`src/rtl/div_pkg.sv`:
```
// Shared constants and FSM encoding for the multi-cycle integer divider.
// Imported by the divider and by anything that decodes its handshake.
package div_pkg;

    typedef enum logic [1:0] {
        DivFree   = 2'b00,
        DivByZero = 2'b01,
        DivOn     = 2'b10,
        DivEnd    = 2'b11
    } div_state_e;

    localparam logic DivResultReady    = 1'b1;
    localparam logic DivResultNotReady = 1'b0;
    localparam logic DivStart          = 1'b1;
    localparam logic DivStop           = 1'b0;

    localparam logic [31:0] ZeroWord = 32'h0000_0000;

    typedef logic [63:0] double_reg_bus_t;

endpackage

```
`src/rtl/div.sv`:
```
// Restoring integer divider for DIV/DIVU: one quotient bit per cycle, MSB first.
// Returns {remainder, quotient} with a ready flag held until the requester drops start.
module div
    import div_pkg::*;
#(
    parameter int unsigned WIDTH = 32
) (
    input  logic                 clk,
    input  logic                 rst,
    input  logic                 signed_div_i,
    input  logic [WIDTH-1:0]     opdata1_i,
    input  logic [WIDTH-1:0]     opdata2_i,
    input  logic                 start_i,
    input  logic                 annul_i,
    output logic [2*WIDTH-1:0]   result_o,
    output logic                 ready_o
);

    localparam int unsigned CntW = $clog2(WIDTH) + 1;
    localparam logic [CntW-1:0] LastCnt = CntW'(WIDTH);
    localparam logic [2*WIDTH-1:0] ZeroResult =
        (2*WIDTH)'(double_reg_bus_t'({ZeroWord, ZeroWord}));

    div_state_e         state_q, state_d;
    logic [CntW-1:0]    cnt_q, cnt_d;
    logic [WIDTH-1:0]   rem_q, rem_d;
    // Dividend bits shift out of the top while quotient bits shift in at the bottom.
    logic [WIDTH-1:0]   quo_q, quo_d;
    logic [WIDTH-1:0]   dvs_q, dvs_d;
    logic               neg_quo_q, neg_quo_d;
    logic               neg_rem_q, neg_rem_d;
    logic [2*WIDTH-1:0] result_q, result_d;

    logic [WIDTH-1:0]   op1_abs, op2_abs;
    logic [WIDTH:0]     partial, diff;
    logic [WIDTH-1:0]   quo_fix, rem_fix;

    always_comb begin
        op1_abs = (signed_div_i && opdata1_i[WIDTH-1]) ? -opdata1_i : opdata1_i;
        op2_abs = (signed_div_i && opdata2_i[WIDTH-1]) ? -opdata2_i : opdata2_i;
        partial = {rem_q, quo_q[WIDTH-1]};
        // rem_q < divisor keeps partial below 2*divisor, so bit WIDTH is a valid sign.
        diff    = partial - {1'b0, dvs_q};
        quo_fix = neg_quo_q ? -quo_q : quo_q;
        rem_fix = neg_rem_q ? -rem_q : rem_q;
    end

    always_ff @(posedge clk) begin
        if (!rst) begin
            state_q   <= DivFree;
            cnt_q     <= '0;
            rem_q     <= '0;
            quo_q     <= '0;
            dvs_q     <= '0;
            neg_quo_q <= 1'b0;
            neg_rem_q <= 1'b0;
            result_q  <= '0;
        end else begin
            state_q   <= state_d;
            cnt_q     <= cnt_d;
            rem_q     <= rem_d;
            quo_q     <= quo_d;
            dvs_q     <= dvs_d;
            neg_quo_q <= neg_quo_d;
            neg_rem_q <= neg_rem_d;
            result_q  <= result_d;
        end
    end

    always_comb begin
        state_d   = state_q;
        cnt_d     = cnt_q;
        rem_d     = rem_q;
        quo_d     = quo_q;
        dvs_d     = dvs_q;
        neg_quo_d = neg_quo_q;
        neg_rem_d = neg_rem_q;
        result_d  = result_q;

        unique case (state_q)
            DivFree: begin
                result_d = ZeroResult;
                if (start_i == DivStart && !annul_i) begin
                    dvs_d     = op2_abs;
                    quo_d     = op1_abs;
                    rem_d     = '0;
                    cnt_d     = '0;
                    neg_quo_d = signed_div_i && (opdata1_i[WIDTH-1] ^ opdata2_i[WIDTH-1]);
                    neg_rem_d = signed_div_i && opdata1_i[WIDTH-1];
                    state_d   = (opdata2_i == '0) ? DivByZero : DivOn;
                end
            end
            DivByZero: begin
                result_d = ZeroResult;
                state_d  = DivEnd;
            end
            DivOn: begin
                if (annul_i || start_i == DivStop) begin
                    state_d  = DivFree;
                    cnt_d    = '0;
                    result_d = ZeroResult;
                end else if (cnt_q == LastCnt) begin
                    result_d = {rem_fix, quo_fix};
                    state_d  = DivEnd;
                end else begin
                    if (!diff[WIDTH]) begin
                        rem_d = diff[WIDTH-1:0];
                        quo_d = {quo_q[WIDTH-2:0], 1'b1};
                    end else begin
                        rem_d = partial[WIDTH-1:0];
                        quo_d = {quo_q[WIDTH-2:0], 1'b0};
                    end
                    cnt_d = cnt_q + CntW'(1);
                end
            end
            DivEnd: begin
                if (annul_i || start_i == DivStop) begin
                    state_d  = DivFree;
                    cnt_d    = '0;
                    result_d = ZeroResult;
                end
            end
        endcase
    end

    always_comb begin
        ready_o  = (state_q == DivEnd) ? DivResultReady : DivResultNotReady;
        result_o = result_q;
    end

endmodule
```
`config.mk`:
```
export PLATFORM = sky130hd
export DESIGN_NAME = div
export DESIGN_NICKNAME = d
export VERILOG_FILES = /design/src/rtl/div_pkg.sv /design/src/rtl/div.sv
export SDC_FILE = /design/constraint.sdc
export NUM_CORES = 1
export LEC_CHECK = 0
export CAP_MARGIN = 20
export CORE_UTILIZATION = 50
export CTS_CLUSTER_SIZE = 28
export DETAILED_ROUTE_END_ITERATION = 12
export GPL_ROUTABILITY_DRIVEN = 0
export PLACE_DENSITY = 0.73
export SLEW_MARGIN = 5
export SYNTH_ARGS = -nofsm -noshare
export SYNTH_HDL_FRONTEND = slang
export SYNTH_SLANG_ARGS = --single-unit
```
`constraint.sdc`:
```
create_clock -name clk -period 4 [get_ports clk]
set_clock_uncertainty 0.05 [all_clocks]
set_input_delay 0.8 -clock clk [delete_from_list [all_inputs] [get_ports clk]]
set_output_delay 0.8 -clock clk [all_outputs]
set_load 0.005 [all_outputs]
```
==> run_results.csv <==
group,metric,value,unit
power,power_leakage,5.027,nW
floorplanning,initial_utilization,51.00,%
logic_synthesis,ys_ff_latch,170,
logic_synthesis,yosys-top-cells-area,"dfxtp_1, nand2_1, o21ai_0, xnor2_1, xor2_1",
routing,via_per_inst,5.727,
grt,grt_pass1_vias,9003,
logic_synthesis,synthArstFlopShare,0,%
setup_path,setup.worst_path.class,"reg2reg",
job,drv_cap,0,
clock_tree,htree_levels,4,
clock_tree,cts.sinks,170,
power,p_clk_share,38.1,%
floorplanning,core-area,21820,sq um
power,ir_drop,0.0002475,V
setup_path,rr_worst_depth,13,
clock_tree,cts_buffer_depth,2,
routing,drc,0,
clock_tree,cts_root_buf,"clkbuf_16",
setup_path,crit_arrival,3.76,ns
sta,relSlewSlack,33.12,%
place,port_buffers,133,
power,p_per_area,316.2,nW/um^2
setup_path,required,4.26,ns
logic_synthesis,netlist_instances,1396,
clock_tree,clk_pin_slew_worst_paths,0.07,ns
clock_tree,post-cts-setup-buffer-count,0,
routing,dr.pass1.iters,5,
sta,fin_hold_ws,0.4133,ns
hold_path,min_to,"dvs_q[31]$_SDFFE_PN0P_",
power,swShare,30.55,%
logic_synthesis,synth_area_leader_cell,"dfxtp_1",
setup_path,endpoint_kind,"register",
sta,final-setup-viol-count,0,
layout,syn_to_final_growth,18.80,%
hold_path,hold_depth,2,
logic_synthesis,seq_area_frac_synth,30.58,%
place,hpwl,21410,um
routing,vias,10180,
logic_synthesis,synthFlopType,"dfxtp_1",
place,dp_cells,1746,
sta,slew_viol_final,0,
sta,fin_setup_tns,0,ns
floorplanning,pin_count,134,
setup_path,worstPathMaxFanout,19,
layout,nets,1597,
logic_synthesis,synth-edff-count,0,
floorplanning,fp.dieW,151.2,um
sta,fin_ws,0.5056,ns
power,p_sw,1.277,mW
logic_synthesis,ys_types,71,
sta,min_period_over_period,87.36,%
power,power_frac_comb,18.6,%
grt,antenna_found_initial,0,
routing,drt_wl_total,28130,um
setup_path,reg2reg_slack,0.51,ns
logic_synthesis,synth_warnings,0,
sta,fmax,286.2,MHz
layout,stdcell_count,1778,
hold_path,hold_start,"dvs_q[31]$_SDFFE_PN0P_",
sta,min_period,3.494,ns
routing,antenna_left,0,
routing,drt_iter0_markers,900,
setup_path,reg2reg_to,"rem_q[16]$_SDFFE_PN0P_",
place,dpl_worst_slack,0.2885,ns
setup_path,r2r_start,"quo_q[31]$_SDFFE_PN0P_",
layout,nFillCells,1986,
logic_synthesis,synth_top_area_share,30.58,%
floorplanning,die_y,151.2,um
layout,final_area,13220,sq um
layout,post-route-util,60.59,%
clock_tree,cts_resized,0,
clock_tree,cts_tree,"done",
clock_tree,cts_buffers,17,
sta,rsz0062_at_grt,"false",
layout,diodes,0,
clock_tree,cts_hold_buf,0,
hold_path,min_path_type,"reg2reg",
clock_tree,clkLatencyLatePin,0.44,ns
sta,worst_pin_slew,1.002,ns
setup_path,critical_path.startpoint_type,"register",
grt,grt_usage,25.07,%
routing,routedWlPerCell,15.82,um
power,internal_power,2.904,mW
run_status,status,"finished clean",
layout,drive_gt1_share,5.607,%
place,placed_cell_area,12660,sq um
logic_synthesis,syn_area_per_cell,7.973,sq um
sta,hold_violations,0,
logic_synthesis,syn-cell-area,11130,sq um
logic_synthesis,synth_fp_nets,1508,
floorplanning,die_area,22860,sq um
grt,globalRouteOverflowTotal,0,
grt,grt_first_pass_wirelength,45930,um
floorplanning,rows,54,
power,p_seq_share,43.3,%
power,power,4.181,mW
grt,grt_max_degree,89,
==> per-layer routing <==
metal  wire, um  track usage [%]
met3       1800            3.434
met2      11790            36.16
met5          0                0
met4        367            6.600
met1      14170            38.33
==> worst max path at each step <==
stage | from | endpoint | slack, ns
floorplan | opdata1_i[8] | quo_q[28]$_SDFFE_PN0P_ | 0.93
global placement | opdata1_i[8] | quo_q[28]$_SDFFE_PN0P_ | 0.33
detailed placement | opdata2_i[8] | dvs_q[30]$_SDFFE_PN0P_ | 0.29
CTS | quo_q[31]$_SDFFE_PN0P_ | rem_q[16]$_SDFFE_PN0P_ | 0.56
global route | quo_q[31]$_SDFFE_PN0P_ | rem_q[16]$_SDFFE_PN0P_ | 0.36
finish | quo_q[31]$_SDFFE_PN0P_ | rem_q[16]$_SDFFE_PN0P_ | 0.51
==> cell families (layout without fill, tap and decap cells) <==
| logic type | Yosys count | in the layout | share of synthesized area, % |
|---|---|---|---|
| adder cells (fa/ha/maj) | 43 | 43 | 4.901 |
| flip-flops | 170 | 170 | 30.58 |
| AND/OR/NAND/NOR | 469 | 469 | 21.72 |
| AO/OA/AOI/OAI | 416 | 416 | 24.66 |
| multiplexers | 26 | 26 | 2.338 |
| XOR/XNOR | 142 | 142 | 11.24 |
| buffers and inverters | 130 | 232 | 4.564 |
==> power by group through the flow <==
stage | combinational (mW) | clock (mW) | sequential, mW
after floorplan | 0.549 | 0 | 1.82
after global placement | 0.756 | 0 | 1.84
after detailed placement | 0.768 | 0 | 1.85
after CTS | 0.773 | 1.61 | 1.81
after global routing | 0.861 | 1.68 | 1.81
final | 0.777 | 1.59 | 1.81
==> layout by cell type, fill, tap and decap left out, types with 5 or more instances in the layout <==
| cell type | instances |
|---|---|
| clkdlybuf4s50_1 | 132 |
| o211ai_1 | 9 |
| o21a_1 | 5 |
| or4_4 | 7 |
| mux2i_1 | 26 |
| buf_4 | 15 |
| nand2_1 | 193 |
| nand4_1 | 15 |
| or2_2 | 5 |
| or4_1 | 14 |
| and2_1 | 10 |
| nor4_1 | 5 |
| and3_1 | 11 |
| a21boi_0 | 24 |
| clkbuf_16 | 17 |
| xnor2_1 | 78 |
| nand2b_1 | 13 |
| o21ai_0 | 137 |
| or3_1 | 18 |
| nor3_1 | 15 |
| nand3_1 | 32 |
| xor2_1 | 63 |
| o211a_1 | 23 |
| o41ai_1 | 11 |
| ha_1 | 41 |
| o21ai_1 | 10 |
| a221o_1 | 5 |
| a21o_1 | 10 |
| a22oi_1 | 48 |
| inv_1 | 51 |
| nor2b_1 | 61 |
| a21oi_1 | 72 |
| inv_6 | 5 |
| dfxtp_1 | 170 |
| o21bai_1 | 6 |
| o31ai_1 | 27 |
| nor2_1 | 48 |
==> synth_stat cells, drive strengths merged (4+ instances only) <==
cell type	number
and3	11
nand3	32
o21ai	147
a21oi	72
nand2	194
nor2b	61
a221o	5
inv	51
o31ai	30
o21bai	6
o21a	5
clkbuf	67
or3	20
nor2	49
nand4	15
mux2i	26
a211oi	4
or2	6
dfxtp	170
o211a	23
xnor2	78
buf	12
or4	21
nor3	17
a22oi	48
and2	13
o41ai	13
o211ai	9
nand2b	13
a21boi	25
a21o	10
ha	42
xor2	64
nor4	7
==> registers in the layout, indices dropped and copies added, names as in the netlist <==
| name | cells |
|---|---|
| cnt_q | 6 |
| dvs_q | 32 |
| neg_quo_q | 1 |
| neg_rem_q | 1 |
| quo_q | 32 |
| rem_q | 32 |
| result_o | 64 |
| state_q | 2 |
==> worst max-delay path: stages (launching register included) <==
cell and delay, ns:
dfxtp_1 0.36, inv_1 0.08, ha_1 0.22, fa_1 0.38
nand2b_1 0.21, a21o_1 0.20, a21oi_1 0.29, o211ai_1 0.14
and2_4 0.21, o31ai_4 0.34, xor2_4 0.28, buf_12 0.21
mux2i_1 0.26, o21ai_0 0.11
==> area by class of cell <==
| class | instances | area (sq um) | share of cell area, % |
|---|---|---|---|
| Inverter | 51 | 191.4 | 1.448 |
| Clock inverter | 14 | 130.1 | 0.9841 |
| Tap cell | 280 | 350.3 | 2.650 |
| Timing Repair Buffer | 149 | 1474 | 11.15 |
| Multi-Input combinational cell | 1096 | 7244 | 54.79 |
| Sequential cell | 170 | 3403 | 25.74 |
| Clock buffer | 18 | 429.2 | 3.246 |
No activity file was read; power rests on OpenSTA's default activity.
